`src/rtl/cpu_pc_pkg.sv`:
```
// Shared types and default vectors for the MIPS program-counter sequencer.
package cpu_pc_pkg;

  typedef enum logic [1:0] {
    PC_RUN   = 2'd0,
    PC_DELAY = 2'd1,
    PC_HALT  = 2'd2
  } pc_state_e;

  localparam logic [31:0] DEF_RESET_VECTOR = 32'hBFC0_0000;
  localparam logic [31:0] DEF_EXC_VECTOR   = 32'hBFC0_0380;
  localparam int          DEF_INSTR_BYTES  = 4;

endpackage

```
`src/rtl/cpu_pc_seq_if.sv`:
```
// Control-FSM <-> PC sequencer bundle; master is the control side.
interface cpu_pc_seq_if #(
  parameter int WIDTH = 32
);
  logic             advance;
  logic             branch_valid;
  logic [WIDTH-1:0] branch_target;
  logic             exc_req;
  logic [WIDTH-1:0] pc_o;
  logic             active_o;
  logic             in_delay_slot_o;
  logic [WIDTH-1:0] epc_o;
  logic             epc_bd_o;
  logic             misaligned_o;

  modport master (
    output advance, branch_valid, branch_target, exc_req,
    input  pc_o, active_o, in_delay_slot_o, epc_o, epc_bd_o, misaligned_o
  );

  modport slave (
    input  advance, branch_valid, branch_target, exc_req,
    output pc_o, active_o, in_delay_slot_o, epc_o, epc_bd_o, misaligned_o
  );
endinterface

```
`src/rtl/cpu_pc_seq.sv`:
```
// Program-counter sequencer: sequential fetch, optional branch delay slot,
// exception redirect with EPC/BD capture, and halt when the PC becomes zero.
//
// state    | meaning
// PC_RUN   | sequential execution
// PC_DELAY | pc_o is the delay-slot instruction; branch target held in target_q
// PC_HALT  | PC reached zero; frozen until reset
module cpu_pc_seq
  import cpu_pc_pkg::*;
#(
  parameter int               WIDTH        = 32,
  parameter logic [WIDTH-1:0] RESET_VECTOR = WIDTH'(DEF_RESET_VECTOR),
  parameter logic [WIDTH-1:0] EXC_VECTOR   = WIDTH'(DEF_EXC_VECTOR),
  parameter int               INSTR_BYTES  = DEF_INSTR_BYTES,
  parameter int               DELAY_SLOTS  = 1
) (
  input  logic              clk,
  input  logic              reset_n,
  cpu_pc_seq_if.slave       bus
);

  localparam logic [WIDTH-1:0] INC = WIDTH'(INSTR_BYTES);

  pc_state_e        state_q, state_d;
  logic [WIDTH-1:0] pc_q, pc_d;
  logic [WIDTH-1:0] target_q, target_d;
  logic [WIDTH-1:0] epc_q, epc_d;
  logic             epc_bd_q, epc_bd_d;
  logic             pc_load;

  always_ff @(posedge clk or negedge reset_n) begin
    if (!reset_n) begin
      state_q  <= PC_RUN;
      pc_q     <= RESET_VECTOR;
      target_q <= '0;
      epc_q    <= '0;
      epc_bd_q <= 1'b0;
    end else begin
      state_q  <= state_d;
      pc_q     <= pc_d;
      target_q <= target_d;
      epc_q    <= epc_d;
      epc_bd_q <= epc_bd_d;
    end
  end

  always_comb begin
    state_d  = state_q;
    pc_d     = pc_q;
    target_d = target_q;
    epc_d    = epc_q;
    epc_bd_d = epc_bd_q;
    pc_load  = 1'b0;

    if (state_q != PC_HALT) begin
      if (bus.exc_req) begin
        pc_load  = 1'b1;
        pc_d     = EXC_VECTOR;
        state_d  = PC_RUN;
        target_d = '0;
        // In the slot, EPC points back at the branch so it re-executes.
        if (state_q == PC_DELAY) begin
          epc_d    = pc_q - INC;
          epc_bd_d = 1'b1;
        end else begin
          epc_d    = pc_q;
          epc_bd_d = 1'b0;
        end
      end else if (bus.advance) begin
        pc_load = 1'b1;
        if (state_q == PC_DELAY) begin
          pc_d    = target_q;
          state_d = PC_RUN;
        end else if (bus.branch_valid && (DELAY_SLOTS != 0)) begin
          target_d = bus.branch_target;
          pc_d     = pc_q + INC;
          state_d  = PC_DELAY;
        end else if (bus.branch_valid) begin
          pc_d = bus.branch_target;
        end else begin
          pc_d = pc_q + INC;
        end
      end

      if (pc_load && (pc_d == '0)) state_d = PC_HALT;
    end
  end

  assign bus.pc_o            = pc_q;
  assign bus.active_o        = (state_q != PC_HALT);
  assign bus.in_delay_slot_o = (state_q == PC_DELAY);
  assign bus.epc_o           = epc_q;
  assign bus.epc_bd_o        = epc_bd_q;
  assign bus.misaligned_o    = (pc_q[1:0] != 2'b00);

endmodule

```
`src/flat_wrapper.sv`:
```
// flat-port wrapper written by rule: the top's interface ports become plain ports
module cpu_pc_seq_flat import cpu_pc_pkg::*;
#(
  parameter int               WIDTH        = 32,
  parameter logic [WIDTH-1:0] RESET_VECTOR = WIDTH'(DEF_RESET_VECTOR),
  parameter logic [WIDTH-1:0] EXC_VECTOR   = WIDTH'(DEF_EXC_VECTOR),
  parameter int               INSTR_BYTES  = DEF_INSTR_BYTES,
  parameter int               DELAY_SLOTS  = 1
)
  (clk, reset_n, bus_advance, bus_branch_valid, bus_branch_target, bus_exc_req, bus_pc_o, bus_active_o, bus_in_delay_slot_o, bus_epc_o, bus_epc_bd_o, bus_misaligned_o);
  cpu_pc_seq_if #(.WIDTH(WIDTH)) bus_i ();
  input  logic clk;
  input  logic reset_n;
  input wire logic [$bits(bus_i.advance)-1:0] bus_advance;
  input wire logic [$bits(bus_i.branch_valid)-1:0] bus_branch_valid;
  input wire logic [$bits(bus_i.branch_target)-1:0] bus_branch_target;
  input wire logic [$bits(bus_i.exc_req)-1:0] bus_exc_req;
  output wire logic [$bits(bus_i.pc_o)-1:0] bus_pc_o;
  output wire logic [$bits(bus_i.active_o)-1:0] bus_active_o;
  output wire logic [$bits(bus_i.in_delay_slot_o)-1:0] bus_in_delay_slot_o;
  output wire logic [$bits(bus_i.epc_o)-1:0] bus_epc_o;
  output wire logic [$bits(bus_i.epc_bd_o)-1:0] bus_epc_bd_o;
  output wire logic [$bits(bus_i.misaligned_o)-1:0] bus_misaligned_o;
  assign bus_i.advance = bus_advance;
  assign bus_i.branch_valid = bus_branch_valid;
  assign bus_i.branch_target = bus_branch_target;
  assign bus_i.exc_req = bus_exc_req;
  assign bus_pc_o = bus_i.pc_o;
  assign bus_active_o = bus_i.active_o;
  assign bus_in_delay_slot_o = bus_i.in_delay_slot_o;
  assign bus_epc_o = bus_i.epc_o;
  assign bus_epc_bd_o = bus_i.epc_bd_o;
  assign bus_misaligned_o = bus_i.misaligned_o;
  cpu_pc_seq #(.WIDTH(WIDTH), .RESET_VECTOR(RESET_VECTOR), .EXC_VECTOR(EXC_VECTOR), .INSTR_BYTES(INSTR_BYTES), .DELAY_SLOTS(DELAY_SLOTS)) u_core (.clk(clk), .reset_n(reset_n), .bus(bus_i));
endmodule
```
`config.mk`:
```
export PLATFORM = sky130hd
export DESIGN_NAME = cpu_pc_seq_flat
export DESIGN_NICKNAME = d
export VERILOG_FILES = /design/src/rtl/cpu_pc_pkg.sv /design/src/rtl/cpu_pc_seq_if.sv /design/src/rtl/cpu_pc_seq.sv /design/src/flat_wrapper.sv
export SDC_FILE = /design/constraint.sdc
export NUM_CORES = 1
export LEC_CHECK = 0
export CAP_MARGIN = 15
export CORE_UTILIZATION = 54
export DETAILED_ROUTE_END_ITERATION = 6
export PLACE_DENSITY = 0.81
export SLEW_MARGIN = 20
export SYNTH_ARGS = -nofsm -noshare
export SYNTH_HDL_FRONTEND = slang
export SYNTH_SLANG_ARGS = --single-unit
```
`constraint.sdc`:
```
create_clock -name clk -period 2.59 [get_ports clk]
set_input_delay 0.777 -clock clk [delete_from_list [all_inputs] [get_ports clk]]
set_output_delay 0.777 -clock clk [all_outputs]
set_load 0.01 [all_outputs]
```
==> reports/results.txt, run 1 <==
Initial antenna violation count -> 0
Count of H-tree levels built during CTS -> 3
Core area -> 0.01089 mm2
Fraction of final layout cells sized beyond drive strength 1 -> 22.14%
Max Clock Freq -> 396.2 MHz
Fraction of synthesized cell area taken by the top area cell type -> 37.02%
Final number of max-transition violations -> 0
Syn Nets -> 786
Total leakage power -> 3.547 nW
Number of buffers added by the clock tree synthesis step -> 9
Largest net degree at the start of global routing -> 58
Placement row count -> 38
Tot Pwr -> 0.005731 W
Main synth FF type -> sky130_fd_sc_hd__dfrtp_1
Port bufs -> 104
Share of flip-flops with an asynchronous set or reset after synthesis -> 100.0%
Maximum clock path buffer count -> 2
Post-Syn Area -> 0.006083 mm2
Crit path capture type -> output pin
Initial cell density of the core -> 55.87%
Synth Area per Inst -> 8.144 um2
IO Pins -> 105
Largest voltage drop on the vdd net -> 0.0004960 V
Width of the die -> 108.1 um
Root Buffer Master -> sky130_fd_sc_hd__clkbuf_8
Placed wire-length estimate -> 16270 um
Die extent in y -> 108.1 um
Xor/xnor share of the synthesized area -> 4.031%
Die area -> 0.01169 mm2
Count of unique library cells instantiated by Yosys -> 78
Overall routed net length -> 21330 um
Maximum clock skew at final layout -> 0.01348 ns
Synth area leaders -> sky130_fd_sc_hd__dfrtp_1 (37%), sky130_fd_sc_hd__nand2_1 (9.6%), sky130_fd_sc_hd__o21ai_0 (5.5%), sky130_fd_sc_hd__dfstp_2 (3.9%), sky130_fd_sc_hd__nor2_1 (3.3%)
Global route total overflow -> 0
Average via count per standard cell -> 6.177
Count of endpoints failing setup in the final report -> 0
Number of sinks on the clock net -> 99
Inserted Diodes -> 0
Least-Margin Pin Slew -> 0.5790 ns
Post-synth EDFFs -> 0
Vias in the first global route -> 6207
Multiplexer share of the synthesized area -> 0.8638%
Count of yosys warnings during synthesis -> 0
Compound-gate portion of the synthesized area -> 17.63%
Number of register bits inferred by synthesis -> 99
Largest driver fanout on the critical path -> 8
Post-synthesis share of cell area spent on and, or, nand and nor gates -> 29.76%
Vias after detailed routing -> 6529
Library cell with the largest summed area after synthesis -> sky130_fd_sc_hd__dfrtp_1
Hold_ws -> 0.2476 ns
GRT Resource Usage Total -> 37.99%
Worst path required time -> 1.81 ns
Worst min-delay path category -> primary input to asynchronous set/reset pin
Routed WL per cell -> 20.18 um
FF-to-FF path depth -> 10
Remaining DRCs -> 0
Final weighted congestion in routability-driven placement -> 0.8920
Clock tree from TritonCTS -> done
Post-route clock period utilization -> 97.46%
Final min period -> 2.524 ns
Power density over the cells -> 691.1 mW/mm2
Run status -> completed
Setup slack, reg-to-reg -> 0.11 ns
Area growth from synthesis to layout -> 36.32%
Number of buffers added to fix hold violations after cts -> 0
Critical Path Source Type -> flip-flop
DR iter-0 viols -> 599
Hold Fails Final Rpt -> 0
Count of antenna-violating nets left after detailed routing -> 0
Share of the yosys chip area belonging to registers -> 40.91%
Crit path kind -> flip-flop to output pin
Insertion delay of the later-clocked pin in the worst-skew pair -> 0.38 ns
Worst endpoint data arrival time -> 1.75 ns
First-pass iteration count of the detailed router -> 5
Synthesized netlist cell count -> 747
First-pass GRT wire length -> 33500 um
NumNets Final -> 951
Worst rel slew slack -> 61.10%
Synth Area in Adders -> 0.4114%
Combinational family with the most area after synthesis -> simple AND/OR/NAND/NOR gates
Max Cap Violations -> 0
Unrepaired setup endpoints after global routing -> yes
Clock transition at the registers of the reported paths -> 0.10 ns
-- report_power, final --
part	internal (W)	leakage [nW]	switching [W]
clock	0.000503	0.0998	0.000550
sequential	0.00190	1.25	0.000305
combinational	0.00118	2.20	0.00129
total	0.00358	3.55	0.00215
-- cells in the mapped netlist (13+ instances only) --
cell type,n
sky130_fd_sc_hd__a31oi_1,13
sky130_fd_sc_hd__nand2_1,156
sky130_fd_sc_hd__nand4_1,13
sky130_fd_sc_hd__nand3_1,34
sky130_fd_sc_hd__buf_2,17
sky130_fd_sc_hd__nor2_1,53
sky130_fd_sc_hd__a21oi_1,18
sky130_fd_sc_hd__nor3_1,22
sky130_fd_sc_hd__dfrtp_1,90
sky130_fd_sc_hd__clkbuf_1,41
sky130_fd_sc_hd__xnor2_1,19
sky130_fd_sc_hd__o21ai_0,67
-- layout by cell type (no fill, tap or decap), types with 4 or more instances in the layout --
| cell type | synthesis | routed |
|---|---|---|
| sky130_fd_sc_hd__dfrtp_2 | 0 | 4 |
| sky130_fd_sc_hd__a22o_1 | 6 | 6 |
| sky130_fd_sc_hd__and3_1 | 11 | 11 |
| sky130_fd_sc_hd__clkdlybuf4s50_1 | 0 | 100 |
| sky130_fd_sc_hd__or4_1 | 9 | 7 |
| sky130_fd_sc_hd__buf_4 | 8 | 117 |
| sky130_fd_sc_hd__a31oi_1 | 13 | 12 |
| sky130_fd_sc_hd__xor2_1 | 9 | 9 |
| sky130_fd_sc_hd__o21ai_0 | 67 | 65 |
| sky130_fd_sc_hd__nand4_1 | 13 | 13 |
| sky130_fd_sc_hd__or3_1 | 5 | 5 |
| sky130_fd_sc_hd__nand3_1 | 34 | 34 |
| sky130_fd_sc_hd__dfstp_2 | 9 | 9 |
| sky130_fd_sc_hd__a21oi_1 | 18 | 17 |
| sky130_fd_sc_hd__dfrtp_1 | 90 | 86 |
| sky130_fd_sc_hd__inv_1 | 11 | 8 |
| sky130_fd_sc_hd__nor2b_1 | 4 | 4 |
| sky130_fd_sc_hd__and2_1 | 4 | 4 |
| sky130_fd_sc_hd__o21ai_1 | 6 | 6 |
| sky130_fd_sc_hd__buf_12 | 0 | 7 |
| sky130_fd_sc_hd__nand2_1 | 156 | 156 |
| sky130_fd_sc_hd__o31ai_1 | 8 | 8 |
| sky130_fd_sc_hd__xnor2_1 | 19 | 19 |
| sky130_fd_sc_hd__o211ai_1 | 4 | 4 |
| sky130_fd_sc_hd__nor2_1 | 53 | 52 |
| sky130_fd_sc_hd__a21o_1 | 4 | 4 |
| sky130_fd_sc_hd__a211oi_1 | 7 | 7 |
| sky130_fd_sc_hd__clkbuf_8 | 0 | 11 |
| sky130_fd_sc_hd__nor3_2 | 5 | 5 |
| sky130_fd_sc_hd__o22ai_1 | 5 | 5 |
| sky130_fd_sc_hd__nor4_1 | 10 | 8 |
| sky130_fd_sc_hd__nor3_1 | 22 | 22 |
-- final cells by class --
type	instances	area, um2
multi-input cells	562	3312
fillers	741	2595
flip-flops and latches	99	2494
repair buffers	228	2062
well taps	140	175.2
clock buffers	13	158.9
clock inverters	3	46.29
inverters	12	45.04
-- sequential cells by signal (all words and copies together), names as in the netlist --
name / cells
u_core.bus.pc_o: 32
u_core.bus.epc_bd_o: 1
u_core.bus.epc_o: 32
u_core.target_q: 32
u_core.state_q: 2
-- path summary, 6_finish.rpt --
check                               startpoint                   to
setup / recovery           u_core.bus.pc_o[26]         bus_pc_o[26]
hold / removal                         reset_n  u_core.bus.epc_o[8]
setup reg to reg            u_core.bus.pc_o[2]    u_core.state_q[1]
hold reg to reg            u_core.target_q[18]  u_core.target_q[18]
max in group asynchronous              reset_n   u_core.bus.pc_o[1]
min in group clk           u_core.target_q[18]  u_core.target_q[18]
-- logic make-up (layout without fill, tap and decap cells) --
| logic type | after synthesis | in the layout |
|---|---|---|
| AND/OR/NAND/NOR | 358 | 358 |
| AO/OA/AOI/OAI | 169 | 169 |
| flip-flops | 99 | 99 |
| buffers and inverters | 86 | 256 |
| XOR/XNOR | 28 | 28 |
| multiplexers | 5 | 5 |
| adder cells (fa/ha/maj) | 2 | 2 |
-- repair_timing --
item | CTS | global route
buffers inserted | 1 | 4
gates resized for setup | 13 | 26
pin swaps | 4 | 9
setup endpoints to repair | 4 | 4
-- through the flow --
| step | setup WS, ns | setup TNS [ns] | cell area [um2] | util [%] | std cells |
|---|---|---|---|---|---|
| after floorplan | 0.02491 | 0 | 6083 | - | 747 |
| after global placement | -0.7422 | -2.187 | 7938 | 72.90 | 1036 |
| after detailed placement | -0.6380 | -1.988 | 7938 | 72.90 | 1036 |
| after CTS | 0.009306 | 0 | 8183 | 75.16 | 1053 |
| after global routing | 0.006412 | 0 | 8293 | 76.17 | 1057 |
| final | 0.06573 | 0 | 8293 | 76.17 | 1057 |
-- metal layers --
| metal | routed length [um] | vias to the layer above | GRT usage [%] | part of all wire, % |
|---|---|---|---|---|
| met3 | 1466 | 49 | 4.882 | 6.9 |
| li1 | - | 2957 | - | - |
| met4 | 614 | 0 | 13.50 | 2.9 |
| met2 | 10090 | 342 | 61.46 | 47 |
| met1 | 9155 | 3181 | 52.26 | 43 |
| met5 | 0 | - | 0 | 0 |
-- worst max-delay path, cell delays in order (launching register included) --
cell	delay [ns]
sky130_fd_sc_hd__dfstp_2	0.63
sky130_fd_sc_hd__buf_4	0.18
sky130_fd_sc_hd__clkdlybuf4s50_1	0.55
Note: power is estimated with default switching activity, not from simulation.
==> inputs of run 2 (changes only) <==
Settings changed: CORE_ASPECT_RATIO from default to 1.1, SETUP_SLACK_MARGIN from default to 0.4.
==> reports/results.txt, run 2 (same netlist as run 1, synthesis figures left out) <==
Count of endpoints failing setup in the final report -> 1
Crit path kind -> flip-flop to flip-flop
Routed WL per cell -> 23.33 um
Placement row count -> 40
Worst min-delay path category -> primary input to asynchronous set/reset pin
Destination of the critical timing path -> u_core.bus.epc_o[31]
Total buffers and inverters traversed by the critical path -> 3
Setup slack, reg-to-reg -> -0.0006 ns
Largest net degree at the start of global routing -> 58
Least-Margin Pin Slew -> 0.6613 ns
DP Area -> 0.008053 mm2
Post-route clock period utilization -> 100.0%
Final-layout fill cell count -> 536
Clock tree from TritonCTS -> done
Number of buffers added by the clock tree synthesis step -> 9
Crit path top cell by count -> sky130_fd_sc_hd__buf_4
IO Pins -> 105
Die area -> 0.01169 mm2
Port bufs -> 104
Fraction of final layout cells sized beyond drive strength 1 -> 33.54%
Reg-to-Reg End -> u_core.bus.epc_o[31]
NumNets Final -> 1015
Max Cap Violations -> 0
Width of the die -> 103.2 um
Vias after detailed routing -> 7357
Final Cell Area -> 0.009514 mm2
Global route total overflow -> 0
Hold Fails Final Rpt -> 0
Crit path capture type -> flip-flop
Die extent in y -> 113.3 um
First-pass GRT wire length -> 37810 um
Failing checks -> setup timing
Critical path launch point -> u_core.bus.pc_o[17]
Most common cell after layout, fill and taps aside -> sky130_fd_sc_hd__buf_4
Inserted Diodes -> 0
Number of buffers added to fix hold violations after cts -> 0
Unrepaired setup endpoints after global routing -> yes
Number of gates on the worst path with buffers counted -> 10
Most frequent cells in the layout -> sky130_fd_sc_hd__buf_4 (152), sky130_fd_sc_hd__nand2_1 (151), sky130_fd_sc_hd__dfrtp_1 (82)
Final weighted congestion in routability-driven placement -> 0.9793
First-pass iteration count of the detailed router -> 6
Worst endpoint data arrival time -> 2.81 ns
RR Startpoint -> u_core.bus.pc_o[17]
Largest stage delay on the critical path -> 0.42 ns
Final standard cell utilization of the core -> 86.80%
Remaining DRCs -> 0
Critical Path Source Type -> flip-flop
Worst rel slew slack -> 55.57%
Final number of max-transition violations -> 0
Insertion delay of the later-clocked pin in the worst-skew pair -> 0.35 ns
Run status -> complete, but fails checks
Crit-path leading delay family -> simple AND/OR/NAND/NOR gates
Slowest stage cell, crit path -> sky130_fd_sc_hd__dfrtp_1
Total leakage power -> 4.252 nW
Number of sinks on the clock net -> 99
Core area -> 0.01096 mm2
Root Buffer Master -> sky130_fd_sc_hd__clkbuf_16
Chain of cells forming the critical path -> buf_4 -> buf_4 -> nor3_1 -> nand2b_1 -> nor3_1 -> buf_4 -> nand4_4 -> nor3_4 -> xnor2_2 -> o21ai_1
Overall routed net length -> 26310 um
Largest voltage drop on the vdd net -> 0.0004359 V
Count of H-tree levels built during CTS -> 3
Clock transition at the registers of the reported paths -> 0.07 ns
Worst setup slack before clock tree synthesis -> -0.6833 ns
Initial antenna violation count -> 1
Maximum clock skew at final layout -> 0.009730 ns
Maximum clock path buffer count -> 2
Max Clock Freq -> 386.0 MHz
Worst path required time -> 2.81 ns
Final min period -> 2.591 ns
Final setup slack of the worst path -> -0.0005933 ns
FF-to-FF path depth -> 10
Placed wire-length estimate -> 16680 um
Largest driver fanout on the critical path -> 5
Count of antenna-violating nets left after detailed routing -> 0
Average via count per standard cell -> 6.522
DR iter-0 viols -> 747
Area growth from synthesis to layout -> 56.40%
GRT Resource Usage Total -> 43.42%
Initial cell density of the core -> 55.50%
Power density over the cells -> 707.8 mW/mm2
Vias in the first global route -> 6958
[run 2: per-stage QoR]
step	TNS [ns]	total power, W	hold WS (ns)	instances
after CTS	0	0.006406	0.3217	1113
after global placement	-1.557	0.004527	0.4525	1047
after floorplan	0	0.003357	0.4304	747
after detailed placement	-2.092	0.004613	0.4717	1047
final	-0.0005933	0.006734	0.3159	1128
after global routing	-0.1278	0.006997	0.3239	1128
[run 2: where the power goes]
| part | internal, W | total [W] | switching [W] |
|---|---|---|---|
| combinational | 0.00140 | 0.00301 | 0.00162 |
| sequential | 0.00190 | 0.00222 | 0.000321 |
| clock | 0.000876 | 0.00150 | 0.000624 |
[run 2: cell type report]
cell class,instances,area (um2),share of cell area (%)
Sequential cell,99,2499,26.26
Timing Repair Buffer,292,2693,28.30
Clock inverter,6,87.58,0.9206
Tap cell,147,183.9,1.933
Clock buffer,10,239.0,2.512
Multi-Input combinational cell,562,3764,39.56
Inverter,12,48.80,0.5129
[run 2: routing by layer]
layer / track usage (%) / routed length [um] / vias up
met4: 26.85 / 1669 / 0
met2: 69.38 / 12430 / 598
li1: - / - / 3088
met1: 53.17 / 9420 / 3519
met3: 9.080 / 2799 / 152
met5: 0 / 0 / -
[run 2: worst min-delay path by stage]
stage                                    from             endpoint  slack (ns)  depth (start not counted)
after floorplan           u_core.target_q[29]  u_core.target_q[29]        0.43                          2
after global placement    u_core.target_q[31]  u_core.target_q[31]        0.45                          2
after detailed placement  u_core.bus.epc_o[3]  u_core.bus.epc_o[3]        0.47                          2
after CTS                             reset_n  u_core.bus.epc_o[8]        0.32                          1
after global routing                  reset_n  u_core.bus.epc_o[8]        0.32                          1
final                                 reset_n  u_core.bus.pc_o[14]        0.32                          1
[run 2: repair_timing]
action                                  in CTS  in global routing
pin swaps                                   31                 30
endpoints found under the setup margin      63                 40
setup buffers                               48                 15
resized for setup                          120                 68
gates cloned                                 2                  0
==> edit: new RTL, config.mk and constraints of run 1 <==
`WIDTH` is set to 32 in 3 places; all go to 16.
--- a/src/rtl/cpu_pc_seq_if.sv
+++ b/src/rtl/cpu_pc_seq_if.sv
@@ -1,6 +1,6 @@
 // Control-FSM <-> PC sequencer bundle; master is the control side.
 interface cpu_pc_seq_if #(
-  parameter int WIDTH = 32
+  parameter int WIDTH = 16
 );
   logic             advance;
   logic             branch_valid;
--- a/src/rtl/cpu_pc_seq.sv
+++ b/src/rtl/cpu_pc_seq.sv
@@ -8,7 +8,7 @@
 module cpu_pc_seq
   import cpu_pc_pkg::*;
 #(
-  parameter int               WIDTH        = 32,
+  parameter int               WIDTH        = 16,
   parameter logic [WIDTH-1:0] RESET_VECTOR = WIDTH'(DEF_RESET_VECTOR),
   parameter logic [WIDTH-1:0] EXC_VECTOR   = WIDTH'(DEF_EXC_VECTOR),
   parameter int               INSTR_BYTES  = DEF_INSTR_BYTES,
--- a/src/flat_wrapper.sv
+++ b/src/flat_wrapper.sv
@@ -1,7 +1,7 @@
 // flat-port wrapper written by rule: the top's interface ports become plain ports
 module cpu_pc_seq_flat import cpu_pc_pkg::*;
 #(
-  parameter int               WIDTH        = 32,
+  parameter int               WIDTH        = 16,
   parameter logic [WIDTH-1:0] RESET_VECTOR = WIDTH'(DEF_RESET_VECTOR),
   parameter logic [WIDTH-1:0] EXC_VECTOR   = WIDTH'(DEF_EXC_VECTOR),
   parameter int               INSTR_BYTES  = DEF_INSTR_BYTES,
Ports: changed (resized bus_branch_target, bus_epc_o and bus_pc_o); port bits go from 105 to 57. The function was not compared with the original's and may differ.
==> edit against run 1 <==
Area after synthesis down 51%. Clock power down 43%. Fmax up 1.7%. Power down 67%. Final area down 54%. Hold slack better by 200 ps. Synthesized cell count down 53%. Sequential cell count down 48. Final cell count down 54%. Combinational power down 85%. Sequential power down 59%. Setup slack better by 42 ps. Wire length down 66%.
==> edit: results (changes against run 1) <==
| Metric | Value |
|---|---|
| Crit start category | `flop (unchanged)` |
| Worst-path clk slew | `100 ps (about the same)` |
| Slew headroom | `61.3% (was 61.1%)` |
| Drt pass-1 iters | `4 (was 5)` |
| Synth Warn # | `0 (unchanged)` |
| Yosys cell types | `57 (was 78)` |
| Port bufs | `56 (was 104)` |
| Post-synth top cells | `nand2_1, dfrtp_1, o21ai_0 (unchanged)` |
| Sequential area share after synthesis | `42.8% (was 40.9%)` |
| Status | `completed (unchanged)` |
| Hold Path Class | `input port to asynchronous set/reset pin (unchanged)` |
| CP Max Fanout | `23 (was 8)` |
| GR Overflow Total | `0 (unchanged)` |
| Crit-path slowest cell | `clkdlybuf4s50_1 (was dfstp_2)` |
| Vias in the first global route | `2574 (was 6207)` |
| Max VDD drop | `0.288 mV (was 0.496 mV)` |
| Layout net count | `433 (was 951)` |
| Net Count, Synth | `375 (was 786)` |
| Gpl congestion | `0.899 (was 0.892)` |
| Total track usage | `27.4% (was 38.0%)` |
| Clk_lat worst skew | `320 ps (was 380 ps)` |
| Resize count post-CTS | `0 (was 13)` |
| DR vias | `2697 (was 6529)` |
| CP Data Arrival Time | `1710 ps (was 1750 ps)` |
| Worst-case clock buffer depth | `2 (unchanged)` |
| Wire length per cell after detailed routing | `15.1 um (was 20.2 um)` |
| Total CTS buffers | `5 (was 9)` |
| Top delay family on crit path | `buffers and inverters (unchanged)` |
| Syn Inst Count | `352 (was 747)` |
| H-tree Lvls | `2 (was 3)` |
| Placed cells | `473 (was 1036)` |
| Initial antenna violation count | `0 (unchanged)` |
| Placed wire-length estimate | `5390 um (was 16300 um)` |
| Vias per inst | `5.61 (was 6.18)` |
| Predominant post-synthesis flop cell | `dfrtp_1 (unchanged)` |
| Fraction of layout cells with a size suffix above 1 | `9.98% (was 22.1%)` |
| Pin count of the biggest net entering global routing | `33 (was 58)` |
| Final Skew | `6.50 ps (was 13.5 ps)` |
| Leakage | `1.60 nW (was 3.55 nW)` |
| Main area contributors after synthesis | `dfrtp_1, nand2_1, o21ai_0, nand2b_1, xnor2_1 (was dfrtp_1, nand2_1, o21ai_0, dfstp_2, nor2_1)` |
| Root Buffer | `clkbuf_8 (unchanged)` |
| First-pass GRT wire length | `12700 um (was 33500 um)` |
| Async SR Flop Fraction | `100% (unchanged)` |
| Crit path largest cell delay | `560 ps (was 630 ps)` |
| Iter 0 DRT Violations | `224 (was 599)` |
| Pre-CTS WS | `-152 ps (was -638 ps)` |
| Antenna cell count | `0 (unchanged)` |
| Post-CTS Setup Bufs | `0 (was 1)` |
edit: per-layer routing:
| metal | global-route usage, % | share of wire (%) |
|---|---|---|
| met2 | 44.4 | 48 |
| met5 | 0 | 0 |
| met4 | 8.65 | 1.0 |
| met1 | 38.1 | 46 |
| met3 | 3.95 | 5.0 |
edit: worst paths after layout:
check                                    start                  end  slack, ps  cells after the start
setup / recovery             u_core.state_q[1]  bus_in_delay_slot_o        110                      3
hold / removal                         reset_n  u_core.bus.epc_o[5]        450                      1
setup reg to reg            u_core.bus.pc_o[3]    u_core.state_q[0]        290                      8
hold reg to reg            u_core.bus.epc_o[1]  u_core.bus.epc_o[1]        490                      2
max in group asynchronous              reset_n  u_core.target_q[14]       1590                      2
min in group clk           u_core.bus.epc_o[1]  u_core.bus.epc_o[1]        490                      2
edit: cells by family after synthesis:
| group | after synthesis | synth area share, % |
|---|---|---|
| XOR/XNOR | 15 | 4.41 |
| multiplexers | 1 | 0.336 |
| adder cells (fa/ha/maj) | 2 | 0.839 |
| AND/OR/NAND/NOR | 164 | 28.6 |
| AO/OA/AOI/OAI | 83 | 16.8 |
| buffers and inverters | 36 | 6.17 |
| flip-flops | 51 | 42.8 |
edit: cell type report:
type	count	area, um2
multi-input cells	265	1520
fillers	424	1420
flip-flops and latches	51	1280
repair buffers	78	746
well taps	70	87.6
clock buffers	6	82.6
clock inverters	2	38.8
inverters	9	38.8
edit: worst register-to-register path: stages (launching register included):
cell       delay (ps)
dfrtp_1           480
ha_1              290
and4_1            270
a211o_1           290
o21ai_0            70
a2111oi_0         100
buf_4             160
nor4_1            380
a31oi_1           130
edit: report_power, final:
part | total (mW) | leakage [nW] | internal (mW) | switching (mW)
Sequential | 0.906 | 0.663 | 0.852 | 0.0533
Combinational | 0.371 | 0.873 | 0.190 | 0.181
Clock | 0.597 | 0.0618 | 0.318 | 0.279
Total | 1.87 | 1.60 | 1.36 | 0.513
edit: metrics by stage:
| step | area, um2 | setup TNS, ps |
|---|---|---|
| final | 3790 | 0 |
| after floorplan | 2980 | 0 |
| after CTS | 3790 | 0 |
| after global routing | 3790 | 0 |
| after detailed placement | 3670 | -282 |
| after global placement | 3670 | -237 |
